**config.mk**
```make
export PLATFORM = sky130hd
export DESIGN_NAME = ff_sync_debounce
export DESIGN_NICKNAME = d
export VERILOG_FILES = /design/src/rtl/ff_sync_debounce.sv
export SDC_FILE = /design/constraint.sdc
export NUM_CORES = 1
export LEC_CHECK = 0
export CORE_AREA = 10 10 61 63
export DETAILED_ROUTE_END_ITERATION = 6
export DIE_AREA = 0 0 71 73
export GPL_ROUTABILITY_DRIVEN = 0
export HOLD_SLACK_MARGIN = 0.1
export PLACE_DENSITY = 0.86
export SYNTH_ARGS = -nofsm -noshare
export SYNTH_HDL_FRONTEND = slang
export SYNTH_SLANG_ARGS = --single-unit
```
**constraint.sdc**
```tcl
create_clock -name clk -period 4.22 [get_ports clk]
set_clock_uncertainty 0.15 [all_clocks]
set_input_delay 0.422 -clock clk [delete_from_list [all_inputs] [get_ports clk]]
set_output_delay 0.422 -clock clk [all_outputs]
set_load 0.01 [all_outputs]
```
**src/rtl/ff_sync_debounce.sv**
```systemverilog
// Multi-channel CDC input conditioner: flip-flop synchroniser chain, sample-enabled
// stability filter and registered rise/fall pulses for each channel.
module ff_sync_debounce #(
  parameter int                   CHANNELS    = 4,
  parameter int                   STAGES      = 2,
  parameter int                   FILTER_LEN  = 4,
  parameter logic [CHANNELS-1:0]  RESET_VALUE = '0
) (
  input  logic                clk,
  input  logic                reset,
  input  logic                sample_en,
  input  logic [CHANNELS-1:0] async_data,
  output logic [CHANNELS-1:0] sync_data,
  output logic [CHANNELS-1:0] filt_data,
  output logic [CHANNELS-1:0] rise,
  output logic [CHANNELS-1:0] fall,
  output logic                changed
);

  localparam int              CNT_W    = $clog2(FILTER_LEN + 1);
  localparam logic [CNT_W-1:0] CNT_LAST = CNT_W'(FILTER_LEN - 1);

  generate
    if (STAGES < 2) begin : g_bad_stages
      $error("ff_sync_debounce: STAGES must be >= 2");
    end
    if (FILTER_LEN < 1) begin : g_bad_filter
      $error("ff_sync_debounce: FILTER_LEN must be >= 1");
    end
  endgenerate

  // Synchroniser chain: every stage is kept so metastability settles over the full depth.
  (* ASYNC_REG = "TRUE", keep = "true", dont_touch = "true" *)
  logic [CHANNELS-1:0] sync_p [STAGES];

  always_ff @(posedge clk) begin
    if (reset) begin
      for (int k = 0; k < STAGES; k++) begin
        sync_p[k] <= RESET_VALUE;
      end
    end else begin
      sync_p[0] <= async_data;
      for (int k = 1; k < STAGES; k++) begin
        sync_p[k] <= sync_p[k-1];
      end
    end
  end

  assign sync_data = sync_p[STAGES-1];

  // Stability filter: accept a change only after FILTER_LEN consecutive differing samples.
  logic [CNT_W-1:0]    cnt [CHANNELS];
  logic [CHANNELS-1:0] differ;
  logic [CHANNELS-1:0] update;

  always_comb begin
    differ = sync_data ^ filt_data;
    update = '0;
    for (int i = 0; i < CHANNELS; i++) begin
      update[i] = sample_en & differ[i] & (cnt[i] == CNT_LAST);
    end
  end

  always_ff @(posedge clk) begin
    if (reset) begin
      for (int i = 0; i < CHANNELS; i++) begin
        cnt[i] <= '0;
      end
      filt_data <= RESET_VALUE;
      rise      <= '0;
      fall      <= '0;
    end else begin
      for (int i = 0; i < CHANNELS; i++) begin
        if (sample_en) begin
          if (!differ[i] || update[i]) begin
            cnt[i] <= '0;
          end else begin
            cnt[i] <= cnt[i] + CNT_W'(1);
          end
        end
      end
      filt_data <= (filt_data & ~update) | (sync_data & update);
      rise      <= update & sync_data;
      fall      <= update & ~sync_data;
    end
  end

  assign changed = |(rise | fall);

endmodule

```
==> results of run 1 <==
-- power breakdown --
| group | leakage [nW] | internal [mW] | switching (mW) |
|---|---|---|---|
| registers | 0.296 | 0.329 | 0.00505 |
| logic | 0.283 | 0.0168 | 0.0158 |
| clock network | 0.0404 | 0.100 | 0.0996 |
-- per-stage QoR --
step                      power (mW)  cell area [sq um]  hold WS (ns)
after global placement        0.3720               1534        0.2711
after CTS                     0.5731               1605        0.3032
after detailed placement      0.3738               1534        0.2797
after floorplan               0.3631               1323        0.2638
after global routing          0.5932               1605        0.3080
final                         0.5664               1605        0.2979
-- synth_stat cells, drive strengths merged --
cell type and instances:
nor4b 4, and4b 8, ha 8, dfxtp 20, nand2 1, edfxtp 12, nand2b 1, nor2b 8
a21bo 4, nand3 4, inv 4, and2b 1, a21oi 4, buf 7, nor4 10, xnor2 4
or2 1
-- per-layer routing --
metal,track usage (%),wire length [microns],vias up
met2,14.05,1059,35
met3,6.667,243,6
met4,6.237,58,0
li1,-,-,419
met5,0,0,-
met1,9.733,952,382
-- worst max-delay path, stage by stage, from the launching register on --
cell	delay, ns
dfxtp_1	0.33
nor4_1	0.28
nand2_1	0.08
clkdlybuf4s50_1	0.49
-- how the worst max path moves through the flow --
stage	end	slack, ns	cells past startpoint
CTS	changed	2.11	3
global route	changed	2.03	3
detailed placement	cnt[3][1]$_SDFFCE_PN0P_	2.18	2
finish	changed	2.14	3
floorplan	cnt[1][1]$_SDFFCE_PN0P_	2.82	3
global placement	cnt[3][1]$_SDFFCE_PN0P_	2.23	2
-- area by class of cell --
cell class	count	share of cell area, %
clock inverters	1	0.3118
repair buffers	23	14.34
clock buffers	7	4.131
flip-flops and latches	32	47.39
multi-input cells	58	30.48
well taps	31	2.416
inverters	4	0.9353
-- logic make-up after synthesis --
logic type	synth area share, %
flops	57.52
buf+inv	5.487
xor+xnor	2.649
fa+ha+maj	7.569
compound gates	4.541
simple gates	22.23
==> impl_metrics.csv, run 1 <==
group,metric,value,unit
synthesis,synth_cells,101,
route,antenna_left,0,
synthesis,ys_seq_area_share,57.52,%
final_layout,final_cell_mix,"clkdlybuf4s50_1 (23), dfxtp_1 (20), edfxtp_1 (12), nor4_1 (10)",
clocking,numCtsBuffers,5,
clocking,ctsResizeCount,0,
route,drc,0,
status,status,"completed",
sta,rsz0062_at_grt,"false",
synthesis,syn_area,1323,sq um
route,drt_iter0_drc,15,
critical_path,path_class,"flip-flop to output pin",
synthesis,synth_cell_types,21,
clocking,tritoncts,"done",
clocking,ctsHoldBuffers,0,
sta,fin_setup_tns,0,ns
final_layout,fin_util,61.39,%
place,numPortBuffers,23,
place,dp.cells,148,
die,coreArea,2615,sq um
route,via_per_inst,5.397,
clocking,post_cts_buffers,0,
synthesis,synth.top_cell.area_share,30.27,%
die,die_h,73,microns
synthesis,ys_top_cells_by_area,"dfxtp_1 (30%), edfxtp_1 (27%), ha_1 (7.6%)",
critical_path,r2r.worst_path.cells,3,
route,detail_route.first_pass.iterations,4,
critical_path,critical_path_arrival,1.50,ns
final_layout,multi_input_area,489.2,sq um
clocking,clkTransAtPathRegs,0.10,ns
global_routing,grt_max_degree,16,
route,wire_per_inst,14.83,microns
final_layout,fillers,223,
clocking,cts_root_buffer,"clkbuf_4",
hold_path,hold_depth,1,
run,max_cap_viol_count,0,
synthesis,synth_fp_nets,116,
sta,hold_viol_final,0,
die,start_util,50.57,%
hold_path,hold_path.class,"flip-flop to flip-flop",
final_layout,final_common_cell,"clkdlybuf4s50_1",
power,ir_worst_vdd,0.0003277,V
critical_path,end_kind,"output pin",
die,die_x,71,microns
final_layout,fin_nets,139,
place,place_hpwl,1758,microns
die,core.rowCount,19,
clocking,cts-htree-levels,2,
synthesis,yosys_warnings,0,
power,total_leakage_power,0.6196,nW
hold_path,min_to,"sync_p[0][5]$_SDFF_PP0_",
sta,fmax,0.4819,GHz
critical_path,rrSetupSlack,2.69,ns
critical_path,crit_path_start,"fall[2]$_SDFF_PP0_",
critical_path,r2r_start,"cnt[3][0]$_SDFFCE_PN0P_",
place,pre_cts_slack,2.183,ns
final_layout,instances_no_fill,156,
global_routing,grt.total_usage,9.598,%
sta,max-slew-margin-rel,70.15,%
final_layout,antenna_cells,0,
sta,period_needed,2.075,ns
sta,finalCritPeriodShare,49.17,%
power,cellPowerDensity,352.8,nW/um^2
final_layout,drive_gt1_share,12.00,%
sta,worst_slack,2.145,ns
synthesis,syn_area_per_cell,13.09,sq um
global_routing,grt_overflow,0,
die,die_area,5183,sq um
global_routing,grt_pass1_vias,833,
route,via_count,842,
sta,slew_violations,0,
die,io_pins,24,
clocking,cts_sinks,32,
sta,setup_viol,0,
sta,worst_pin_slew,0.4463,ns
critical_path,r2r_end,"cnt[3][0]$_SDFFCE_PN0P_",
final_layout,regArea,760.7,sq um
hold_path,min-delay-start,"sync_p[0][1]$_SDFF_PP0_",
clocking,cts_buffer_depth,2,
synthesis,ys_seq_elements,32,
synthesis,yosysTopAreaCell,"dfxtp_1",
route,wl,2313,microns
critical_path,start_kind,"flip-flop",
critical_path,critPathMaxFanout,2,
final_layout,synthToLayoutAreaGrowth,21.38,%
global_routing,grt_pass1_wl,3850,microns
global_routing,antenna_found_initial,0,
critical_path,critical_path_required,3.65,ns
clocking,worstSkewPairLatency,0.32,ns
Note: power is estimated with default switching activity, not from simulation.
==> run 2, diff against run 1 <==
==> config.mk (replaced) <==
export PLATFORM = sky130hd
export DESIGN_NAME = ff_sync_debounce
export DESIGN_NICKNAME = d
export VERILOG_FILES = /design/src/rtl/ff_sync_debounce.sv
export SDC_FILE = /design/constraint.sdc
export NUM_CORES = 1
export LEC_CHECK = 0
export CORE_AREA = 10 10 63 65
export DETAILED_ROUTE_END_ITERATION = 6
export DIE_AREA = 0 0 73 75
export GPL_ROUTABILITY_DRIVEN = 0
export HOLD_SLACK_MARGIN = 0.1
export PLACE_DENSITY = 0.81
export SYNTH_ARGS = -nofsm -noshare
export SYNTH_HDL_FRONTEND = slang
export SYNTH_SLANG_ARGS = --single-unit
==> constraint.sdc (replaced) <==
create_clock -name clk -period 2.1 [get_ports clk]
set_clock_uncertainty 0.15 [all_clocks]
set_input_delay 0.21 -clock clk [delete_from_list [all_inputs] [get_ports clk]]
set_output_delay 0.21 -clock clk [all_outputs]
set_load 0.01 [all_outputs]
==> run 2 against run 1 <==
Against the previous run:
- critical endpoint unchanged
- highest routed layer unchanged
- register-to-register slack worse by 2.2 ns
- combinational power rose by 110%
- sequential power increased by 100%
- sequential share of layout area decreased by 0.98 points
- flip-flop and latch count unchanged
==> impl_metrics.csv, run 2 (same netlist as run 1, synthesis figures left out) <==
group,metric,value,unit
clocking,cts_root_buffer,"clkbuf_4",
critical_path,end_kind,"output pin",
clocking,worstSkewPairLatency,0.33,ns
final_layout,instances_no_fill,158,
critical_path,r2r_start,"cnt[0][0]$_SDFFCE_PN0P_",
sta,fin_setup_tns,0,ns
route,drc,0,
die,coreArea,2710,sq um
place,pre_cts_slack,0.3760,ns
final_layout,fin_nets,141,
final_layout,antenna_cells,0,
status,status,"completed",
global_routing,grt_pass1_wl,3857,microns
die,start_util,48.80,%
route,wire_per_inst,14.94,microns
die,die_x,73,microns
critical_path,rrSetupSlack,0.53,ns
clocking,post_cts_buffers,0,
global_routing,grt_max_degree,13,
route,detail_route.first_pass.iterations,4,
global_routing,grt_overflow,0,
sta,rsz0062_at_grt,"false",
place,place_hpwl,1830,microns
final_layout,final_common_cell,"clkdlybuf4s50_1",
die,die_h,75,microns
place,numPortBuffers,23,
sta,hold_viol_final,0,
critical_path,start_kind,"flip-flop",
sta,fmax,0.5351,GHz
route,via_count,823,
clocking,clkTransAtPathRegs,0.10,ns
critical_path,crit_end,"changed",
clocking,numCtsBuffers,5,
clocking,ctsHoldBuffers,0,
route,via_per_inst,5.209,
critical_path,crit_path_start,"fall[2]$_SDFF_PP0_",
clocking,cts_buffer_depth,2,
final_layout,drive_gt1_share,14.17,%
power,total_leakage_power,0.6385,nW
sta,period_needed,1.869,ns
critical_path,crit_slowest_cell,"clkdlybuf4s50_1",
critical_path,cp_num_cells,3,
critical_path,cpPeakStageDelay,0.49,ns
power,cellPowerDensity,735.2,nW/um^2
final_layout,synthToLayoutAreaGrowth,23.94,%
route,antenna_left,0,
die,io_pins,24,
run,max_cap_viol_count,0,
sta,holdWs,0.2788,ns
die,core.rowCount,19,
clocking,cts-htree-levels,2,
global_routing,grt_pass1_vias,842,
route,wl,2360,microns
route,drt_iter0_drc,17,
critical_path,crit_chain,"nor4_1, nand2_1, clkdlybuf4s50_1",
critical_path,path_class,"flip-flop to output pin",
sta,finalCritPeriodShare,88.99,%
critical_path,cp.buffers_inverters,1,
sta,slew_violations,0,
hold_path,hold_path.class,"input port to flip-flop",
sta,worst_slack,0.2312,ns
critical_path,r2r.worst_path.cells,3,
final_layout,fillers,244,
final_layout,final_cell_mix,"clkdlybuf4s50_1 (23), dfxtp_1 (20), edfxtp_1 (12), nor4_1 (10)",
sta,worst_pin_slew,0.3220,ns
clocking,tritoncts,"done",
sta,setup_viol,0,
power,ir_worst_vdd,0.0005287,V
critical_path,r2r_end,"cnt[0][0]$_SDFFCE_PN0P_",
clocking,ctsResizeCount,0,
critical_path,critical_path_required,1.74,ns
global_routing,antenna_found_initial,0,
sta,max-slew-margin-rel,78.38,%
critical_path,critPathMaxFanout,2,
final_layout,fin_util,60.48,%
place,dp.cells,150,
clocking,cts_sinks,32,
critical_path,critPathTopFamily,"buffers and inverters",
die,die_area,5475,sq um
critical_path,critical_path_arrival,1.51,ns
global_routing,grt.total_usage,9.158,%
[run 2: cell types whose count changed in the layout (fill, tap and decap cells not counted), sizes merged]
cell,delta
clkinv,-1
clkbuf,+1
buf,+2
[run 2: power breakdown]
group | leakage (nW) | switching [mW] | internal [mW]
Combinational | 0.293 | 0.0329 | 0.0360
Clock | 0.0497 | 0.197 | 0.268
Sequential | 0.296 | 0.00985 | 0.661
[run 2: through the flow]
stage | power (mW) | area [sq um]
after detailed placement | 0.7550 | 1549
after floorplan | 0.7298 | 1323
after global placement | 0.7512 | 1549
final | 1.205 | 1639
after CTS | 1.220 | 1639
after global routing | 1.257 | 1639
[run 2: cell type report]
type	count	area (sq um)	area share (%)
flip-flops and latches	32	760.7	46.41
multi-input cells	58	489.2	29.85
repair buffers	25	245.2	14.96
clock buffers	8	90.09	5.496
well taps	31	38.79	2.366
inverters	4	15.01	0.9160
[run 2: how the worst min path moves through the flow]
stage	startpoint	end	slack (ns)	cells past startpoint
after floorplan	reset	sync_p[0][0]$_SDFF_PP0_	0.13	1
after global routing	async_data[1]	sync_p[0][1]$_SDFF_PP0_	0.27	2
final	async_data[3]	sync_p[0][3]$_SDFF_PP0_	0.28	2
after CTS	async_data[3]	sync_p[0][3]$_SDFF_PP0_	0.27	2
after global placement	sync_p[0][1]$_SDFF_PP0_	sync_p[0][5]$_SDFF_PP0_	0.27	1
after detailed placement	sync_p[0][3]$_SDFF_PP0_	sync_p[0][7]$_SDFF_PP0_	0.27	1
[run 2: per-layer routing]
layer,track usage [%],vias to the layer above,wire (microns)
met2,14.14,29,1026
li1,-,425,-
met5,0,-,0
met3,6.570,7,297
met4,4.430,0,44
met1,9.147,362,992
==> run 3, diff against run 2 <==
--- a/config.mk
+++ b/config.mk
@@ -6,6 +6,8 @@
 export NUM_CORES = 1
 export LEC_CHECK = 0
 export CORE_AREA = 10 10 63 65
+export CTS_BUF_LIST = sky130_fd_sc_hd__clkbuf_4 sky130_fd_sc_hd__clkbuf_8 sky130_fd_sc_hd__clkbuf_16
+export CTS_CLUSTER_SIZE = 16
 export DETAILED_ROUTE_END_ITERATION = 6
 export DIE_AREA = 0 0 73 75
 export GPL_ROUTABILITY_DRIVEN = 0
==> results of run 3 <==
Final layout, timing and power as in run 2 (identical DEF).
